<file path="src/rtl/tpu_tile_sequencer_if.sv">
// tpu_tile_sequencer_if: host, weight FIFO, UB and result SRAM signals of the tile sequencer.
// Optional perf counter outputs are present when TPU_SEQ_PERF_EN is defined.
interface tpu_tile_sequencer_if #(
    parameter int ADDRESSSIZE = 10,
    parameter int TILE_BW     = 8
);
    logic                   start;
    logic [TILE_BW-1:0]     num_tiles;
    logic [ADDRESSSIZE-1:0] ub_base;
    logic [ADDRESSSIZE-1:0] res_base;
    logic                   fifo_empty;
    logic                   busy;
    logic                   done;
    logic                   fifo_read_enable;
    logic                   we_rl;
    logic                   ub_read_en;
    logic [ADDRESSSIZE-1:0] ub_read_address;
    logic                   res_write_enable;
    logic [ADDRESSSIZE-1:0] res_address;
    logic [TILE_BW-1:0]     tile_index;
`ifdef TPU_SEQ_PERF_EN
    logic [31:0]            perf_busy_cycles;
    logic [31:0]            perf_stall_cycles;
    modport master (
        input  start, num_tiles, ub_base, res_base, fifo_empty,
        output busy, done, fifo_read_enable, we_rl, ub_read_en, ub_read_address,
               res_write_enable, res_address, tile_index, perf_busy_cycles, perf_stall_cycles
    );
    modport slave (
        output start, num_tiles, ub_base, res_base, fifo_empty,
        input  busy, done, fifo_read_enable, we_rl, ub_read_en, ub_read_address,
               res_write_enable, res_address, tile_index, perf_busy_cycles, perf_stall_cycles
    );
`else
    modport master (
        input  start, num_tiles, ub_base, res_base, fifo_empty,
        output busy, done, fifo_read_enable, we_rl, ub_read_en, ub_read_address,
               res_write_enable, res_address, tile_index
    );
    modport slave (
        output start, num_tiles, ub_base, res_base, fifo_empty,
        input  busy, done, fifo_read_enable, we_rl, ub_read_en, ub_read_address,
               res_write_enable, res_address, tile_index
    );
`endif
endinterface

</file>
<file path="src/rtl/tpu_tile_sequencer.sv">
// tpu_tile_sequencer: runs N tiles of weight load, UB row streaming and delayed result writes.
// Define TPU_SEQ_PERF_EN to add the perf_busy_cycles / perf_stall_cycles counters.
module tpu_tile_sequencer #(
    parameter int MATRIX_SIZE        = 16,
    parameter int ADDRESSSIZE        = 10,
    parameter int TILE_BW            = 8,
    parameter int WEIGHT_PIPE_STAGES = 1,
    parameter int RESULT_LAT         = 35
) (
    input logic clk,
    input logic rstn,
    tpu_tile_sequencer_if.master bus
);
    localparam int DRAIN_N = RESULT_LAT - MATRIX_SIZE;
    localparam int CW      = $clog2(RESULT_LAT + WEIGHT_PIPE_STAGES + 2);

    typedef enum logic [2:0] {IDLE, WLOAD, WPIPE, WRELOAD, STREAM, DRAIN, WRITE, DONE} state_t;

    state_t                 state;
    logic [CW-1:0]          cnt;
    logic [TILE_BW-1:0]     nt;
    logic [TILE_BW-1:0]     tile;
    logic [ADDRESSSIZE-1:0] ub_ptr;
    logic [ADDRESSSIZE-1:0] res_ptr;
    logic                   busy;
    logic                   done;
    logic                   we_rl;
    logic                   ub_en;
    logic                   res_we;
    logic                   more_tiles;

    assign more_tiles           = ({1'b0, tile} + (TILE_BW+1)'(1)) < {1'b0, nt};
    assign bus.fifo_read_enable = (state == WLOAD) && !bus.fifo_empty;
    assign bus.busy             = busy;
    assign bus.done             = done;
    assign bus.we_rl            = we_rl;
    assign bus.ub_read_en       = ub_en;
    assign bus.ub_read_address  = ub_ptr;
    assign bus.res_write_enable = res_we;
    assign bus.res_address      = res_ptr;
    assign bus.tile_index       = tile;

    // Tile FSM; row pointers advance one row per strobe cycle so they run contiguously across tiles.
    always_ff @(posedge clk or negedge rstn) begin
        if (!rstn) begin
            state   <= IDLE;
            cnt     <= '0;
            nt      <= '0;
            tile    <= '0;
            ub_ptr  <= '0;
            res_ptr <= '0;
            busy    <= 1'b0;
            done    <= 1'b0;
            we_rl   <= 1'b0;
            ub_en   <= 1'b0;
            res_we  <= 1'b0;
        end else begin
            done  <= 1'b0;
            we_rl <= 1'b0;
            case (state)
                IDLE: if (bus.start) begin
                    busy <= 1'b1;
                    if (bus.num_tiles == '0) begin
                        state <= DONE;
                        done  <= 1'b1;
                    end else begin
                        state   <= WLOAD;
                        nt      <= bus.num_tiles;
                        tile    <= '0;
                        ub_ptr  <= bus.ub_base;
                        res_ptr <= bus.res_base;
                    end
                end
                WLOAD: if (!bus.fifo_empty) begin
                    cnt <= '0;
                    if (WEIGHT_PIPE_STAGES == 0) begin
                        state <= WRELOAD;
                        we_rl <= 1'b1;
                    end else begin
                        state <= WPIPE;
                    end
                end
                WPIPE: if (cnt == CW'(WEIGHT_PIPE_STAGES - 1)) begin
                    state <= WRELOAD;
                    we_rl <= 1'b1;
                    cnt   <= '0;
                end else begin
                    cnt <= cnt + CW'(1);
                end
                WRELOAD: begin
                    state <= STREAM;
                    ub_en <= 1'b1;
                end
                STREAM: begin
                    ub_ptr <= ub_ptr + ADDRESSSIZE'(1);
                    if (cnt == CW'(MATRIX_SIZE - 1)) begin
                        cnt   <= '0;
                        ub_en <= 1'b0;
                        if (DRAIN_N == 0) begin
                            state  <= WRITE;
                            res_we <= 1'b1;
                        end else begin
                            state <= DRAIN;
                        end
                    end else begin
                        cnt <= cnt + CW'(1);
                    end
                end
                DRAIN: if (cnt == CW'(DRAIN_N - 1)) begin
                    cnt    <= '0;
                    state  <= WRITE;
                    res_we <= 1'b1;
                end else begin
                    cnt <= cnt + CW'(1);
                end
                WRITE: begin
                    res_ptr <= res_ptr + ADDRESSSIZE'(1);
                    if (cnt == CW'(MATRIX_SIZE - 1)) begin
                        cnt    <= '0;
                        res_we <= 1'b0;
                        if (more_tiles) begin
                            tile  <= tile + TILE_BW'(1);
                            state <= WLOAD;
                        end else begin
                            state <= DONE;
                            done  <= 1'b1;
                        end
                    end else begin
                        cnt <= cnt + CW'(1);
                    end
                end
                DONE: begin
                    state <= IDLE;
                    busy  <= 1'b0;
                end
                default: state <= IDLE;
            endcase
        end
    end

`ifdef TPU_SEQ_PERF_EN
    // Saturating job counters, cleared by an accepted start and held while idle.
    always_ff @(posedge clk or negedge rstn) begin
        if (!rstn) begin
            bus.perf_busy_cycles  <= '0;
            bus.perf_stall_cycles <= '0;
        end else if (state == IDLE) begin
            if (bus.start) begin
                bus.perf_busy_cycles  <= '0;
                bus.perf_stall_cycles <= '0;
            end
        end else begin
            if (bus.perf_busy_cycles != '1)
                bus.perf_busy_cycles <= bus.perf_busy_cycles + 32'd1;
            if (state == WLOAD && bus.fifo_empty && bus.perf_stall_cycles != '1)
                bus.perf_stall_cycles <= bus.perf_stall_cycles + 32'd1;
        end
    end
`endif
endmodule

</file>
<file path="src/flat_wrapper.sv">
// flat-port wrapper written by rule: the top's interface ports become plain ports
module tpu_tile_sequencer_flat 
#(
    parameter int MATRIX_SIZE        = 16,
    parameter int ADDRESSSIZE        = 10,
    parameter int TILE_BW            = 8,
    parameter int WEIGHT_PIPE_STAGES = 1,
    parameter int RESULT_LAT         = 35
)
  (clk, rstn, bus_start, bus_num_tiles, bus_ub_base, bus_res_base, bus_fifo_empty, bus_busy, bus_done, bus_fifo_read_enable, bus_we_rl, bus_ub_read_en, bus_ub_read_address, bus_res_write_enable, bus_res_address, bus_tile_index);
  tpu_tile_sequencer_if #(.ADDRESSSIZE(ADDRESSSIZE), .TILE_BW(TILE_BW)) bus_i ();
  input logic clk;
  input logic rstn;
  input wire logic [$bits(bus_i.start)-1:0] bus_start;
  input wire logic [$bits(bus_i.num_tiles)-1:0] bus_num_tiles;
  input wire logic [$bits(bus_i.ub_base)-1:0] bus_ub_base;
  input wire logic [$bits(bus_i.res_base)-1:0] bus_res_base;
  input wire logic [$bits(bus_i.fifo_empty)-1:0] bus_fifo_empty;
  output wire logic [$bits(bus_i.busy)-1:0] bus_busy;
  output wire logic [$bits(bus_i.done)-1:0] bus_done;
  output wire logic [$bits(bus_i.fifo_read_enable)-1:0] bus_fifo_read_enable;
  output wire logic [$bits(bus_i.we_rl)-1:0] bus_we_rl;
  output wire logic [$bits(bus_i.ub_read_en)-1:0] bus_ub_read_en;
  output wire logic [$bits(bus_i.ub_read_address)-1:0] bus_ub_read_address;
  output wire logic [$bits(bus_i.res_write_enable)-1:0] bus_res_write_enable;
  output wire logic [$bits(bus_i.res_address)-1:0] bus_res_address;
  output wire logic [$bits(bus_i.tile_index)-1:0] bus_tile_index;
  assign bus_i.start = bus_start;
  assign bus_i.num_tiles = bus_num_tiles;
  assign bus_i.ub_base = bus_ub_base;
  assign bus_i.res_base = bus_res_base;
  assign bus_i.fifo_empty = bus_fifo_empty;
  assign bus_busy = bus_i.busy;
  assign bus_done = bus_i.done;
  assign bus_fifo_read_enable = bus_i.fifo_read_enable;
  assign bus_we_rl = bus_i.we_rl;
  assign bus_ub_read_en = bus_i.ub_read_en;
  assign bus_ub_read_address = bus_i.ub_read_address;
  assign bus_res_write_enable = bus_i.res_write_enable;
  assign bus_res_address = bus_i.res_address;
  assign bus_tile_index = bus_i.tile_index;
  tpu_tile_sequencer #(.MATRIX_SIZE(MATRIX_SIZE), .ADDRESSSIZE(ADDRESSSIZE), .TILE_BW(TILE_BW), .WEIGHT_PIPE_STAGES(WEIGHT_PIPE_STAGES), .RESULT_LAT(RESULT_LAT)) u_core (.clk(clk), .rstn(rstn), .bus(bus_i));
endmodule
</file>
<file path="config.mk">
export PLATFORM = sky130hd
export DESIGN_NAME = tpu_tile_sequencer_flat
export DESIGN_NICKNAME = d
export VERILOG_FILES = /design/src/rtl/tpu_tile_sequencer_if.sv /design/src/rtl/tpu_tile_sequencer.sv /design/src/flat_wrapper.sv
export SDC_FILE = /design/constraint.sdc
export NUM_CORES = 1
export LEC_CHECK = 0
export ABC_AREA = 1
export BUFFER_PORTS_ARGS = -buffer_cell sky130_fd_sc_hd__buf_2
export CORE_ASPECT_RATIO = 1.1
export CORE_UTILIZATION = 38
export CTS_CLUSTER_SIZE = 24
export DETAILED_ROUTE_END_ITERATION = 6
export SYNTH_ARGS = -nofsm -noshare
export SYNTH_HDL_FRONTEND = slang
export SYNTH_SLANG_ARGS = --single-unit
export TNS_END_PERCENT = 50
</file>
<file path="constraint.sdc">
create_clock -name clk -period 2.9 [get_ports clk]
set_input_delay 0.145 -clock clk [delete_from_list [all_inputs] [get_ports clk]]
set_output_delay 0.145 -clock clk [all_outputs]
set_load 0.01 [all_outputs]
</file>
==> out/summary.txt <==
RSZ-0062 raised after global routing - false
Largest net degree at the start of global routing - 31
Reg2reg start - u_core.bus.tile_index[0]
Pre-antenna DRT Iters - 4
Crit path max fanout - 8
Max Clock Skew - 0.0117 ns
Vias in the first global route - 2707
Crit-path cells - ha_1, nand3_1, nor2_1, xor2_1, ha_1, nand2_1, nand2_1, nand2_1, nand2_1, nor2_1, nand2_1, nand2_1, nand3_2, nand2_1, nand2_1
First-pass GRT wire length - 12500 microns
Vias/cell - 4.85
Maximum vdd drop - 440 uV
Measured slew at the worst slew-check pin - 0.567 ns
Max Cap Viol - 0
Number of DRC markers in iteration 0 - 99
EDFF count, synth - 0
Setup Fix Bufs, Post-CTS - 0
Die height - 96.8 microns
HP Class - in -> reg
Fin. Hold Viols - 0
Tmin final - 2.42 ns
Number of routed nets with antenna violations - 0
Final setup viols - 0
Fill count - 848
Layout cells sized above 1 - 0.217
Power per cell area - 867 nW/um^2
Critical path startpoint category - register
Design Power - 3.16 mW
Yosys warning total - 0
Rows - 34
Distinct cells, synth - 39
Final #Nets - 516
R2R Setup Slk - 0.48 ns
Max stage delay on crit path - 0.44 ns
DRC violations left - 0
Worst-path clk slew - 0.10 ns
CTS Buffer Depth - 2
Die Area - 8530 sq um
GRT Util Overall - 0.183
Die W - 88.2 microns
Most frequent cell after synthesis - nand2_1
R2R cell count - 15
Register area - 1250 sq um
Crit path launch - u_core.bus.tile_index[0]
Critical Path End - u_core.bus.tile_index[0]
Port bufs - 65
Outcome - finished clean
Synth top cells by count - 93 x nand2_1, 50 x dfrtp_1, 45 x nor2_1
Core region area - 7910 sq um
Initial Util - 0.392
Max Freq - 413 MHz
Power Internal - 1.73 mW
Sequential power share - 0.374
Crit-path slowest cell - dfrtp_1
Worst R2R End - u_core.bus.tile_index[0]
Mapped cell area - 3100 sq um
Avg Cell Area, Syn - 7.68 sq um
Critical path type - reg -> reg
Combinational power share - 0.471
H-tree levels - 2
Antenna cell count - 0
Gpl congestion - 0.799
Clock buffer count from CTS - 5
Crit path arrival time - 2.62 ns
Post-synth top area share - 0.403
#FFs+latches synth - 50
Period utilization - 0.834
Sw frac - 0.452
Total number of vias - 2811
Num ports - 66
Ys async rst share - 1.00
DR WL/cell - 12.6 microns
Total Wirelength - 7270 microns
CP required - 3.10 ns
CTS tree - done
Clock Power Share - 0.155
P&R area growth vs syn - 17.3%
Crit path capture type - register
Post-synthesis sequential area ratio - 0.403
Initial antenna violation count - 0
Post-DP HPWL - 5400 microns
Setup TNS - 0 ns
CP most frequent cell - nand2_1
Synth top area cells - dfrtp_1 40%, nand2_1 11%, nor2_1 5.4%
Pleak - 1.94 nW
Top_reg_cell synth - dfrtp_1
Worst-skew pair later-pin latency - 0.30 ns
Num Clock Sinks - 50
Rel. slew slack - 0.622
Psw - 1.43 mW
Max Slew Vio Count - 0
Syn_nets - 449
Root Buffer - clkbuf_8
Overflow after GRT - 0
Leading area contributor after synthesis - dfrtp_1
Multi-input logic area - 1610 sq um
Gate Count Post-Synth - 404
repair_timing:
action	in CTS	in global routing
endpoints found under the hold margin	20	0
gates resized for setup	0	0
hold buffers	1	0
metrics by stage:
step           worst slack [ns]  hold WS [ns]  utilization  cells  instance area (sq um)
3_5_place_dp              0.475         0.148        0.445    571                   3520
5_1_grt                   0.169        0.0883        0.460    579                   3640
6_report                  0.480        0.0855        0.460    579                   3640
2_1_floorplan             0.670        -0.151            -    404                   3100
4_1_cts                   0.444        0.0743        0.460    579                   3640
3_3_place_gp              0.539         0.139        0.445    571                   3520
how the worst min path moves through the flow:
| stage | endpoint | cells after the start | slack [ns] | from |
|---|---|---|---|---|
| after floorplan | u_core.bus.busy | 0 | -0.15 | rstn |
| after global placement | u_core.nt[7] | 1 | 0.14 | rstn |
| after detailed placement | u_core.nt[7] | 1 | 0.15 | rstn |
| after CTS | u_core.nt[0] | 2 | 0.07 | bus_num_tiles[0] |
| after global routing | u_core.nt[0] | 2 | 0.09 | bus_num_tiles[0] |
| final | u_core.nt[0] | 2 | 0.09 | bus_num_tiles[0] |
critical path, delay by kind of cell (launching register included):
kind | cells | cell delay, ns
xor+xnor | 1 | 0.20
flops | 1 | 0.44
simple gates | 12 | 1.21
fa+ha+maj | 2 | 0.48
area by class of cell:
class	instances	area share
multi-input cells	298	0.442
flip-flops and latches	50	0.344
repair buffers	69	0.0982
inverters	47	0.0491
well taps	108	0.0371
clock buffers	5	0.0189
clock inverters	2	0.0106
state kept, by name, summed over array words and instances, names as in the netlist, 3 cells and up:
| signal | cells |
|---|---|
| u_core.bus.tile_index | 8 |
| u_core.state | 3 |
| u_core.bus.res_address | 10 |
| u_core.cnt | 6 |
| u_core.bus.ub_read_address | 10 |
| u_core.nt | 8 |
per-layer routing:
| layer | share of wire | vias to the layer above | global-route usage |
|---|---|---|---|
| met5 | 0 | - | 0 |
| met3 | 0.035 | 4 | 0.0282 |
| met1 | 0.46 | 1297 | 0.240 |
| met4 | 0.0087 | 0 | 0.0434 |
| met2 | 0.49 | 48 | 0.311 |
| li1 | - | 1462 | - |
cell usage in the layout, fill, tap and decap left out, drive strengths merged:
cell         instances
nor3b                1
buf                 68
nand2               98
nor4                 1
ha                  13
a31oi                2
mux2                 1
mux2i                1
o22ai                2
clkbuf               5
a21boi               2
bufinv               1
inv                 47
and3                 1
o31ai                4
o21ai               34
nand3               24
o21a                 2
nand4               16
xnor2                1
a21o                 1
a21oi               23
dfrtp               50
or2                  4
xor2                12
dlygate4sd3          1
nor3                 5
clkinv               1
nor2                49
a22oi                1
cells by family (layout without fill, tap and decap cells):
| kind of cell | Yosys count | count (layout) | share of synthesized area |
|---|---|---|---|
| AOI/OAI and AO/OA | 71 | 71 | 0.124 |
| muxes | 2 | 2 | 0.00685 |
| xor gates and xnor gates | 13 | 13 | 0.0367 |
| DFF | 50 | 50 | 0.403 |
| buffers and inverters | 56 | 123 | 0.0778 |
| adders and majority gates | 13 | 13 | 0.0524 |
| and+or+nand+nor | 199 | 199 | 0.299 |
power by group through the flow:
stage / logic, mW / registers, mW / clock network, mW
2_1_floorplan: 1.06 / 1.22 / 0
3_3_place_gp: 1.47 / 1.19 / 0
3_5_place_dp: 1.50 / 1.19 / 0
4_1_cts: 1.51 / 1.18 / 0.515
5_1_grt: 1.70 / 1.23 / 0.532
6_report: 1.49 / 1.18 / 0.490
Note: power is estimated with default switching activity, not from simulation.
